<file path="src/rtl/axis_frame_gen_pkg.sv">
// Shared encodings for the synthetic AXI4-Stream frame source.
package axis_frame_gen_pkg;

    // Pixel pattern selection, sampled at frame start
    localparam logic [1:0] MODE_SOLID  = 2'd0;
    localparam logic [1:0] MODE_HRAMP  = 2'd1;
    localparam logic [1:0] MODE_VRAMP  = 2'd2;
    localparam logic [1:0] MODE_WINDOW = 2'd3;

    // Generator control state
    typedef enum logic {
        ST_IDLE = 1'b0,
        ST_RUN  = 1'b1
    } state_t;

endpackage

</file>
<file path="src/rtl/axis_frame_gen_raster_counter.sv">
// Raster row/col tracker for a one-pixel-per-beat stream. The registered
// position is the beat currently held downstream; row/col/sof/eol describe
// the beat that will be loaded next, eof flags the held beat as frame-final.
module raster_counter
    import axis_frame_gen_pkg::*;
#(
    parameter int HW = 12,
    parameter int WW = 12
) (
    input  logic          clk,
    input  logic          resetn,
    input  logic          load,
    input  logic          advance,
    input  logic [HW-1:0] load_h,
    input  logic [WW-1:0] load_w,
    output logic [HW-1:0] row,
    output logic [WW-1:0] col,
    output logic          sof,
    output logic          eol,
    output logic          eof
);

    logic [HW-1:0] row_q, h_q;
    logic [WW-1:0] col_q, w_q;
    logic [WW-1:0] w_n;
    logic          cur_eol;

    assign cur_eol = (col_q == w_q - WW'(1));
    assign eof     = cur_eol && (row_q == h_q - HW'(1));

    // Next position: restart at origin on load, otherwise step in raster order
    always_comb begin
        w_n = load ? load_w : w_q;
        row = row_q;
        col = col_q;
        if (load) begin
            row = '0;
            col = '0;
        end else if (advance) begin
            if (cur_eol) begin
                col = '0;
                row = eof ? '0 : row_q + HW'(1);
            end else begin
                col = col_q + WW'(1);
            end
        end
        sof = (row == '0) && (col == '0);
        eol = (col == w_n - WW'(1));
    end

    // Position and geometry registers; geometry only changes on load
    always_ff @(posedge clk or negedge resetn) begin
        if (!resetn) begin
            row_q <= '0;
            col_q <= '0;
            h_q   <= '0;
            w_q   <= '0;
        end else begin
            row_q <= row;
            col_q <= col;
            if (load) begin
                h_q <= load_h;
                w_q <= load_w;
            end
        end
    end

endmodule

</file>
<file path="src/rtl/axis_frame_gen.sv">
// Synthetic AXI4-Stream video frame source: one frame per fsync, raster order,
// tuser on the first pixel, tlast on each line end, optional one-deep re-trigger.
module axis_frame_gen
    import axis_frame_gen_pkg::*;
#(
    parameter int C_PIXEL_WIDTH = 8,
    parameter int C_IMG_HW      = 12,
    parameter int C_IMG_WW      = 12
) (
    input  logic                     clk,
    input  logic                     resetn,
    input  logic [C_IMG_HW-1:0]      height,
    input  logic [C_IMG_WW-1:0]      width,
    input  logic [1:0]               mode,
    input  logic [C_PIXEL_WIDTH-1:0] base,
    input  logic [C_PIXEL_WIDTH-1:0] fg,
    input  logic [C_IMG_WW-1:0]      win_left,
    input  logic [C_IMG_WW-1:0]      win_width,
    input  logic [C_IMG_HW-1:0]      win_top,
    input  logic [C_IMG_HW-1:0]      win_height,
    input  logic                     fsync,
    output logic                     busy,
    output logic                     frame_done,
    output logic                     m_axis_tvalid,
    output logic [C_PIXEL_WIDTH-1:0] m_axis_tdata,
    output logic                     m_axis_tuser,
    output logic                     m_axis_tlast,
    input  logic                     m_axis_tready
);

    localparam int PW = C_PIXEL_WIDTH;
    localparam int HW = C_IMG_HW;
    localparam int WW = C_IMG_WW;

    state_t        state;
    logic          pending;

    logic [1:0]    mode_q, mode_n;
    logic [PW-1:0] base_q, base_n, fg_q, fg_n;
    logic [WW-1:0] wl_q, wl_n, ww_q, ww_n;
    logic [HW-1:0] wt_q, wt_n, wh_q, wh_n;

    logic [HW-1:0] nxt_row;
    logic [WW-1:0] nxt_col;
    logic          nxt_sof, nxt_eol, cur_eof;
    logic          accept, last, cfg_ok, start, restart, load;
    logic [PW-1:0] pix_nxt;

    // Window compare uses one extra bit so left+width past the frame edge clips
    function automatic logic [PW-1:0] pixel_at(
        input logic [1:0]    m,
        input logic [PW-1:0] b,
        input logic [PW-1:0] f,
        input logic [HW-1:0] r,
        input logic [WW-1:0] c,
        input logic [WW-1:0] wl,
        input logic [WW-1:0] ww,
        input logic [HW-1:0] wt,
        input logic [HW-1:0] wh
    );
        logic [WW:0]   c_end;
        logic [HW:0]   r_end;
        logic          in_win;
        logic [PW-1:0] p;
        c_end  = {1'b0, wl} + {1'b0, ww};
        r_end  = {1'b0, wt} + {1'b0, wh};
        in_win = (c >= wl) && ({1'b0, c} < c_end) &&
                 (r >= wt) && ({1'b0, r} < r_end);
        case (m)
            MODE_SOLID: p = b;
            MODE_HRAMP: p = b + PW'(c);
            MODE_VRAMP: p = b + PW'(r);
            default:    p = in_win ? f : b + PW'(c);
        endcase
        return p;
    endfunction

    assign accept  = m_axis_tvalid && m_axis_tready;
    assign last    = accept && cur_eof;
    assign cfg_ok  = (height != '0) && (width != '0);
    assign start   = (state == ST_IDLE) && fsync && cfg_ok;
    // A re-trigger arriving on the very last accept is treated like a pending one
    assign restart = last && (pending || fsync) && cfg_ok;
    assign load    = start || restart;

    raster_counter #(
        .HW (HW),
        .WW (WW)
    ) u_raster (
        .clk     (clk),
        .resetn  (resetn),
        .load    (load),
        .advance (accept),
        .load_h  (height),
        .load_w  (width),
        .row     (nxt_row),
        .col     (nxt_col),
        .sof     (nxt_sof),
        .eol     (nxt_eol),
        .eof     (cur_eof)
    );

    // Config seen by the next beat: live inputs at frame start, latched copy otherwise
    always_comb begin
        mode_n = mode_q;
        base_n = base_q;
        fg_n   = fg_q;
        wl_n   = wl_q;
        ww_n   = ww_q;
        wt_n   = wt_q;
        wh_n   = wh_q;
        if (load) begin
            mode_n = mode;
            base_n = base;
            fg_n   = fg;
            wl_n   = win_left;
            ww_n   = win_width;
            wt_n   = win_top;
            wh_n   = win_height;
        end
    end

    assign pix_nxt = pixel_at(mode_n, base_n, fg_n, nxt_row, nxt_col,
                              wl_n, ww_n, wt_n, wh_n);

    // Latch pattern configuration at each frame start
    always_ff @(posedge clk or negedge resetn) begin
        if (!resetn) begin
            mode_q <= '0;
            base_q <= '0;
            fg_q   <= '0;
            wl_q   <= '0;
            ww_q   <= '0;
            wt_q   <= '0;
            wh_q   <= '0;
        end else if (load) begin
            mode_q <= mode_n;
            base_q <= base_n;
            fg_q   <= fg_n;
            wl_q   <= wl_n;
            ww_q   <= ww_n;
            wt_q   <= wt_n;
            wh_q   <= wh_n;
        end
    end

    // Control FSM with the registered stream outputs
    always_ff @(posedge clk or negedge resetn) begin
        if (!resetn) begin
            state         <= ST_IDLE;
            pending       <= 1'b0;
            busy          <= 1'b0;
            frame_done    <= 1'b0;
            m_axis_tvalid <= 1'b0;
            m_axis_tdata  <= '0;
            m_axis_tuser  <= 1'b0;
            m_axis_tlast  <= 1'b0;
        end else begin
            frame_done <= last;
            if (load) begin
                state         <= ST_RUN;
                busy          <= 1'b1;
                pending       <= 1'b0;
                m_axis_tvalid <= 1'b1;
                m_axis_tdata  <= pix_nxt;
                m_axis_tuser  <= nxt_sof;
                m_axis_tlast  <= nxt_eol;
            end else if (last) begin
                state         <= ST_IDLE;
                busy          <= 1'b0;
                pending       <= 1'b0;
                m_axis_tvalid <= 1'b0;
                m_axis_tdata  <= '0;
                m_axis_tuser  <= 1'b0;
                m_axis_tlast  <= 1'b0;
            end else begin
                if (state == ST_RUN && fsync)
                    pending <= 1'b1;
                if (accept) begin
                    m_axis_tdata <= pix_nxt;
                    m_axis_tuser <= nxt_sof;
                    m_axis_tlast <= nxt_eol;
                end
            end
        end
    end

endmodule

</file>
<file path="config.mk">
export PLATFORM = sky130hd
export DESIGN_NAME = axis_frame_gen
export DESIGN_NICKNAME = d
export VERILOG_FILES = /design/src/rtl/axis_frame_gen_pkg.sv /design/src/rtl/axis_frame_gen_raster_counter.sv /design/src/rtl/axis_frame_gen.sv
export SDC_FILE = /design/constraint.sdc
export NUM_CORES = 1
export LEC_CHECK = 0
export ABC_AREA = 0
export CAP_MARGIN = 5
export CORE_MARGIN = 3
export CORE_UTILIZATION = 25
export DETAILED_ROUTE_END_ITERATION = 12
export HOLD_SLACK_MARGIN = 0.08
export PLACE_DENSITY = 0.49
export SLEW_MARGIN = 40
export SYNTH_ARGS = -nofsm -noshare
export SYNTH_HDL_FRONTEND = slang
export SYNTH_SLANG_ARGS = --single-unit
</file>
<file path="constraint.sdc">
create_clock -name clk -period 17.25 [get_ports clk]
set_input_delay 3.45 -clock clk [delete_from_list [all_inputs] [get_ports clk]]
set_output_delay 3.45 -clock clk [all_outputs]
set_load 0.03 [all_outputs]
</file>
Word level (Yosys, flattened, before mapping)
Index checks and enable logic that the tools add are counted.
Widths: inputs -> output; s select.
{ "word_totals": {"regBits": 127, "in_bits": 94} }
{ "op_classes": {"n_bitwise": 1, "reduce_logical": 23, "add_sub_neg": 9, "order_cmp": 4, "eq_ne": 5, "n_mux": 31} }
{ "ops": {"columns": ["cell", "count"], "rows": [
  ["$mux 12", 12],
  ["$mux 8", 6],
  ["$eq 12x12->1", 3],
  ["$sub 12x1->12 const B", 3],
  ["$add 12x12->13", 2],
  ["$lt 12x13->1", 2],
  ["$add 12x1->12 const B", 2],
  ["$ge 12x12->1", 2],
  ["$logic_not 12->1", 2],
  ["$pmux 8 s3", 1],
  ["$reduce_bool 12->1", 2],
  ["$add 8x8->8", 2],
  ["$logic_and 1x1->1", 13],
  ["$mux 1", 11],
  ["$reduce_bool 3->1", 2],
  ["$eq 2x1->1 const B", 1],
  ["$eq 2x2->1 const B", 1],
  ["$logic_not 2->1", 1],
  ["$logic_or 1x1->1", 2],
  ["$mux 2", 1],
  ["$reduce_bool 2->1", 1],
  ["$not 1->1", 1]
]} }

Depth between registers and ports, before layout
Gate-level depths: netlist of the first run.
{ "depth": {"depth_word": 18, "mapped_depth": 40, "ltp_nobuf": 32} }

By module
From an unflattened synthesis of the first run, not the netlist that was laid out.
{ "unflattened": {"hier_cells": 1201, "area_unflattened_um2": 10065.9} }
{ "modules_own_cells": {"columns": ["mod", "instances", "area_each_um2", "cells_each", "seq_area_each_um2"], "rows": [
  ["axis_frame_gen", 1, 6267.3, 762, 1976.9],
  ["raster_counter", 1, 3798.6, 439, 1201.2]
]} }

Least setup slack after synthesis of the first run
No wires, ideal clock.
{ "synth_path": {"kind": "input to register", "from": "input width[2]", "to": "register m_axis_tdata[7]", "t_arrival_ps": 9719, "required_time_ps": 17110, "cell_stages": 32, "path_slack_ps": 7390, "path_cell_list": "clkbuf_1 nor4_1 nand4_1 nand2_1 nor3b_1 a31oi_1 buf_4 buf_2 buf_2 buf_1 clkbuf_1 nand2_1 nand2_1 ha_1 maj3_1 a22oi_1 o21a_1 o211ai_1 a311oi_2 o31ai_1 or3_1 a2111oi_0 nor3_1 ha_1 a211o_1 a211oi_1 o21ai_0 a21oi_1 a211oi_4 nor3_4 mux2i_1 a31oi_1"} }
{ "synth_between": {"elab_chain_len": 15, "word_cells_on_any_way": 34} }
{ "synth_rtl": {"columns": ["element", "line", "source"], "rows": [
  ["from (decl)", "axis_frame_gen.sv:13", "input logic [C_IMG_WW-1:0] width,"],
  ["$reduce_bool 12->1 *", "axis_frame_gen.sv:80", "assign cfg_ok = (height != '0) && (width != '0);"],
  ["$logic_and 1x1->1 *", "axis_frame_gen.sv:80", null],
  ["$logic_and 1x1->1 (on tied branches)", "axis_frame_gen.sv:81, axis_frame_gen.sv:83", null],
  ["$logic_or 1x1->1 *", "axis_frame_gen.sv:84", "assign load = start || restart;"],
  ["$mux 12 *", "axis_frame_gen.sv:112", "if (load) begin"],
  ["via wl_n[0]", "axis_frame_gen.sv:40", "logic [WW-1:0] wl_q, wl_n, ww_q, ww_n;"],
  ["$add 12x12->13", "axis_frame_gen.sv:65", "c_end = {1'b0, wl} + {1'b0, ww};"],
  ["$lt 12x13->1", "axis_frame_gen.sv:67", "in_win = (c >= wl) && ({1'b0, c} < c_end) &&"],
  ["$logic_and 1x1->1 * (2 in series)", "axis_frame_gen.sv:67", null],
  ["$logic_and 1x1->1 *", "axis_frame_gen.sv:68", "(r >= wt) && ({1'b0, r} < r_end);"],
  ["$mux 8 *", "axis_frame_gen.sv:73", "default: p = in_win ? f : b + PW'(c);"],
  ["$pmux 8 s3 *", "axis_frame_gen.sv:69", "case (m)"],
  ["$mux 8", "axis_frame_gen.sv:179", "if (accept) begin"],
  ["$mux 8", "axis_frame_gen.sv:168", "end else if (last) begin"],
  ["$mux 8 *", "axis_frame_gen.sv:160", "if (load) begin"],
  ["to (signal assigned)", "axis_frame_gen.sv:165", "m_axis_tdata <= pix_nxt;"],
  ["to (signal assigned)", "axis_frame_gen.sv:180", "m_axis_tdata <= pix_nxt;"],
  ["to (decl)", "axis_frame_gen.sv:25", "output logic [C_PIXEL_WIDTH-1:0] m_axis_tdata,"]
]} }
The timed path passes the listed nets; every way through them passes the cells marked *. The select of a mux whose other input is x is not followed.
A chain may end at the register's enable or synchronous reset.

Final worst setup path of the first run
{ "layout_path": {"from": "input width[5]", "to": "register m_axis_tdata[7]"} }
Same word-level chain as after synthesis.

==> results.json, run 1 <==
{
  "crit_fanout": 60,
  "die_x_um": 206.0,
  "syn_nets": 1426,
  "layout-drive-gt1-share_pct": 6.061,
  "final_cells": 1871,
  "tightestPinTransition_ns": 0.8284,
  "num_antenna_cells": 0,
  "cts_hold_buf": 0,
  "cp_slowest_cell": "nor4_1",
  "cts_inserted_buffers": 17,
  "wl_per_cell_um": 16.80,
  "synthAdderAreaFrac_pct": 11.69,
  "netlist_area_um2": 9998,
  "clk_pin_slew_ns": 0.06,
  "grt_max_degree": 72,
  "synth_edf_count": 0,
  "dp_hpwl_um": 24290,
  "muxShareOfSynthArea_pct": 2.741,
  "clock_latency_ns": 0.44,
  "synthArstFlopShare_pct": 100.0,
  "synth_cell_type_count": 79,
  "clock-sinks": 127,
  "synth_area_leader_cell": "dfrtp_1",
  "cts_tree": "done",
  "cp.arrival_ns": 11.31,
  "start_kind": "input pin",
  "slew_headroom_pct": 44.35,
  "outcome": "complete, no violations",
  "worstHoldPathCells": 2,
  "hold_ws_ns": 0.4572,
  "layout_common_cells": "nand2_1 (343), dfrtp_1 (127), clkdlybuf4s50_1 (105)",
  "worstRegToRegCells": 31,
  "hp-class": "reg -> reg",
  "slew_viol_final": 0,
  "grt_remaining_overflow": 0,
  "nNetsFinal": 1525,
  "antenna_found_initial": 1,
  "grt_pass1_vias": 8912,
  "post_cts_resized": 0,
  "numPortBuffers": 106,
  "synth_cells": 1242,
  "io_pins": 107,
  "nFillCells": 4215,
  "gp_congestion": 0.8352,
  "dr.pass1.iters": 5,
  "hold_start": "wt_q[6]",
  "drc": 0,
  "worstSetupEndpointType": "register",
  "post-place-cells": 1840,
  "start_util_pct": 25.57,
  "reg2reg_from": "u_raster.w_q[1]",
  "synth_compound_area_share_pct": 15.27,
  "crit_required_ns": 17.55,
  "rsz0062_at_grt": "no",
  "synth_top_area_share_pct": 31.79,
  "synthTopCellsByArea": "dfrtp_1 (32%), nand2_1 (13%), ha_1 (11%)",
  "p_total_mw": 2.150,
  "synth-xor-area-share_pct": 7.271,
  "ant_nets": 0,
  "cts_setup_buffers": 0,
  "max_stage_delay_ns": 0.71,
  "synth_top_family_by_area": "simple AND/OR/NAND/NOR gates",
  "htreeDepth": 4,
  "r2r-end": "m_axis_tdata[7]",
  "hold_viol": 0,
  "max_freq_mhz": 90.81,
  "area_growth_pct": 22.76,
  "hold_end": "wt_q[6]",
  "power_density_nw_per_um2": 175.2,
  "finalSetupTns_ns": 0,
  "wl_um": 31430,
  "final_common_cell": "nand2_1",
  "synth_flop_cell": "dfrtp_1",
  "ir_drop_mv": 0.06398,
  "dr_total_vias": 8977,
  "avgSynthCellArea_um2": 8.050,
  "multiInputGateArea_um2": 6424,
  "drtIter0Drc": 524,
  "synth_simple_gate_area_share_pct": 26.79,
  "yosys_warnings": 0,
  "cap_viol_max_count": 0,
  "power.leakage_nw": 5.850,
  "die_area_um2": 42430,
  "min_period_over_period_pct": 63.84,
  "die_h_um": 206.0,
  "clockRootBuffer": "clkbuf_16",
  "rrSetupSlack_ns": 8.49,
  "crit_type": "in -> reg",
  "fin_util_pct": 31.39,
  "setup_viol": 0,
  "yosysSeqAreaShare_pct": 31.79,
  "grt_pass1_wl_um": 50200,
  "finalClockSkew_ns": 0.01298,
  "cpMostUsedCell": "nand2_1",
  "synth-seq-cells": 127,
  "cts_buffer_depth": 2,
  "min_period_ns": 11.01,
  "rows": 72,
  "vias_per_cell": 4.798,
  "ff_latch_area_um2": 3178,
  "grt_usage_pct": 15.16,
  "coreArea_um2": 39100
}
==> routing by layer <==
layer,vias up,wire length [um],GRT usage [%]
met2,164,14530,24.39
met1,4252,15180,20.90
li1,4528,-,-
met5,-,0,0
met3,33,1179,2.630
met4,0,542,4.364
==> worst max-delay path: cells and delay by family <==
kind | cells | cell delay, ns
AOI/OAI and AO/OA | 13 | 2.98
muxes | 1 | 0.26
adders and majority gates | 3 | 0.94
and+or+nand+nor | 9 | 2.74
buffers and inverters | 2 | 0.89
==> how the worst max path moves through the flow <==
stage	startpoint	to	slack, ns	depth (start not counted)
after floorplan	width[2]	m_axis_tdata[7]	7.39	32
after global placement	width[5]	m_axis_tdata[7]	6.11	28
after detailed placement	width[5]	m_axis_tdata[7]	5.85	28
after CTS	width[5]	m_axis_tdata[7]	6.27	28
after global routing	width[5]	m_axis_tdata[7]	5.63	28
final	width[5]	m_axis_tdata[7]	6.24	28
==> cell usage after synthesis, types with 5 or more instances <==
cell,n
nand2_1,343
dfrtp_1,127
ha_1,87
nor2_1,66
inv_1,57
a21oi_1,50
o21ai_0,45
xnor2_1,44
xor2_1,39
nor3_1,32
a21o_1,28
clkbuf_1,22
nand3_1,21
buf_2,19
nand4_1,19
mux2i_1,17
nor4_1,16
a31oi_1,14
or3_1,13
and3_1,12
o21bai_1,12
nand2b_1,11
a22oi_1,10
and2_1,8
o21a_1,7
a2111oi_0,6
and4_1,6
mux2_2,6
nand3b_1,6
nor2b_1,6
a211oi_1,5
nor3b_1,5
o2111ai_1,5
o22ai_1,5
==> sequential cells by signal, indices dropped and copies added (netlist names), named ones only <==
| name | count |
|---|---|
| u_raster.col_q | 12 |
| u_raster.h_q | 12 |
| u_raster.row_q | 12 |
| u_raster.w_q | 12 |
| wh_q | 12 |
| wt_q | 12 |
| ww_q | 12 |
| wl_q | 11 |
| base_q | 8 |
| fg_q | 8 |
| m_axis_tdata | 8 |
| mode_q | 2 |
| frame_done | 1 |
| m_axis_tlast | 1 |
| m_axis_tuser | 1 |
| pending | 1 |
| state | 1 |
==> kinds of logic after synthesis <==
kind of cell             after synthesis
AND/OR/NAND/NOR                      584
AO/OA/AOI/OAI                        225
XOR/XNOR                              83
flip-flops                           127
buffers and inverters                106
adder cells (fa/ha/maj)               92
multiplexers                          25
==> cell type report <==
type | count | share of cell area, %
Clock buffer | 18 | 3.496
Clock inverter | 13 | 1.162
Inverter | 57 | 1.743
Multi-Input combinational cell | 1009 | 52.33
Sequential cell | 127 | 25.89
Tap cell | 518 | 5.280
Timing Repair Buffer | 129 | 10.09
==> metrics by stage <==
stage / setup WS, ns / area (um2)
2_1_floorplan: 7.390 / 9998
3_3_place_gp: 6.112 / 11680
3_5_place_dp: 5.852 / 11690
4_1_cts: 6.274 / 12260
5_1_grt: 5.628 / 12270
6_report: 6.238 / 12270
==> power by group <==
group / internal (mW) / total [mW] / switching [mW] / leakage [nW]
Sequential: 0.420 / 0.526 / 0.106 / 1.59
Clock: 0.212 / 0.366 / 0.154 / 0.264
Combinational: 0.530 / 1.26 / 0.729 / 4.00
Power figures use the tool's default switching activity.
==> run 2, diff against run 1 <==
Settings changed: PLACE_DENSITY 0.49 to 0.5.
Clock period 17.25 ns to 8.95 ns, I/O delays scaled along.
==> run 2 against run 1 <==
Net effect: via count rose by 0.74%; combinational power rose by 93%; core utilization rose by 0.26 points; setup slack got worse by 5.7 ns; register-to-register slack got worse by 7.4 ns; flip-flop and latch count did not move; clock skew fell by 0.0019 ns; critical path depth fell by 1; global-route usage fell by 0.19 points; hold slack got worse by 0.00057 ns; cell count rose by 0.86%; first-iteration DRC count rose by 0.95%; critical endpoint is now m_axis_tdata[5].
==> results.json, run 2 (synthesis gave the netlist of run 1 again) <==
{
  "final_cells": 1887,
  "max_stage_delay_ns": 0.68,
  "min_period_ns": 8.388,
  "power.leakage_nw": 5.925,
  "post-place-cells": 1855,
  "htreeDepth": 4,
  "min_period_over_period_pct": 93.72,
  "cpMostUsedCell": "nand2_1",
  "grt_max_degree": 59,
  "die_x_um": 206.0,
  "cap_viol_max_count": 0,
  "clock-sinks": 127,
  "num_antenna_cells": 0,
  "drtIter0Drc": 529,
  "fin_util_pct": 31.65,
  "grt_pass1_vias": 8856,
  "crit_type": "in -> reg",
  "dr.pass1.iters": 5,
  "layout-drive-gt1-share_pct": 7.085,
  "outcome": "complete, no violations",
  "clk_pin_slew_ns": 0.06,
  "rows": 72,
  "post_cts_resized": 0,
  "antenna_found_initial": 0,
  "setup_viol": 0,
  "finalSetupTns_ns": 0,
  "vias_per_cell": 4.792,
  "cp_slowest_cell": "nor4_1",
  "die_h_um": 206.0,
  "drc": 0,
  "ant_nets": 0,
  "worstSetupEndpointType": "register",
  "clockRootBuffer": "clkbuf_16",
  "tightestPinTransition_ns": 0.7903,
  "wl_per_cell_um": 16.37,
  "nNetsFinal": 1540,
  "clock_latency_ns": 0.44,
  "finalClockSkew_ns": 0.01110,
  "die_area_um2": 42430,
  "slew_headroom_pct": 46.91,
  "hold_viol": 0,
  "grt_remaining_overflow": 0,
  "start_kind": "input pin",
  "io_pins": 107,
  "cts_buffer_depth": 2,
  "power_density_nw_per_um2": 332.7,
  "cts_tree": "done",
  "cp.arrival_ns": 8.70,
  "crit_required_ns": 9.26,
  "start_util_pct": 25.57,
  "cts_hold_buf": 0,
  "cts_inserted_buffers": 17,
  "max_freq_mhz": 119.2,
  "grt_pass1_wl_um": 49400,
  "cts_setup_buffers": 0,
  "wl_um": 30890,
  "dp_hpwl_um": 24450,
  "ir_drop_mv": 0.1289,
  "dr_total_vias": 9043,
  "crit_fanout": 23,
  "hp-class": "reg -> reg",
  "final_common_cell": "nand2_1",
  "rsz0062_at_grt": "no",
  "coreArea_um2": 39100,
  "layout_common_cells": "nand2_1 (343), dfrtp_1 (127), clkdlybuf4s50_1 (105)",
  "numPortBuffers": 106,
  "area_growth_pct": 23.76,
  "gp_congestion": 0.8385,
  "slew_viol_final": 0,
  "grt_usage_pct": 14.97
}
[run 2: final timing paths]
path / cells past startpoint / slack [ns] / start / end
worst max register to register: 30 / 1.09 / u_raster.w_q[0] / m_axis_tdata[5]
worst min-delay path: 2 / 0.46 / wt_q[3] / wt_q[3]
worst min register to register: 2 / 0.46 / wt_q[3] / wt_q[3]
min in group asynchronous: 1 / 1.22 / resetn / u_raster.h_q[8]
worst max-delay path: 27 / 0.56 / width[4] / m_axis_tdata[5]
max in group asynchronous: 3 / 6.21 / resetn / wl_q[4]
[run 2: cell type report]
class	count	area (um2)
clock buffers	18	429.2
clock inverters	14	132.6
well taps	518	648.1
multi-input cells	1009	6412
flip-flops and latches	127	3178
inverters	57	214.0
repair buffers	144	1360
fillers	4198	26720
[run 2: critical path, delay by kind of cell]
kind / cells / cell delay, ns
AND/OR/NAND/NOR: 9 / 2.42
multiplexers: 1 / 0.22
AO/OA/AOI/OAI: 13 / 2.82
buffers and inverters: 1 / 0.48
adder cells (fa/ha/maj): 3 / 0.95
[run 2: metrics by stage]
step | total power, mW | hold WS, ns | setup WS [ns] | area [um2]
global placement | 3.412 | 0.4430 | 0.2965 | 11800
detailed placement | 3.449 | 0.4490 | 0.1586 | 11800
finish | 4.118 | 0.4566 | 0.5622 | 12370
CTS | 4.161 | 0.4626 | 0.5837 | 12360
floorplan | 2.806 | 0.4325 | 0.7502 | 9998
global route | 4.549 | 0.4801 | 0.1214 | 12370
[run 2: power breakdown]
group	switching, mW	internal (mW)
logic	1.39	1.04
registers	0.200	0.809
clock network	0.298	0.386
total	1.89	2.23
[run 2: per-layer routing]
layer | vias up | wire length, um | GRT usage, % | part of all wire, %
li1 | 4553 | - | - | -
met1 | 4318 | 15150 | 20.94 | 49
met2 | 150 | 14250 | 23.83 | 46
met3 | 22 | 1116 | 3.087 | 3.6
met5 | - | 0 | 0 | 0
met4 | 0 | 368 | 3.345 | 1.2
==> run 3, diff against run 2 <==
Settings changed: ABC_CLOCK_PERIOD_IN_PS set to 8950.
==> results of run 3 <==
No change in the layout: final DEF, timing and power equal those of run 2.
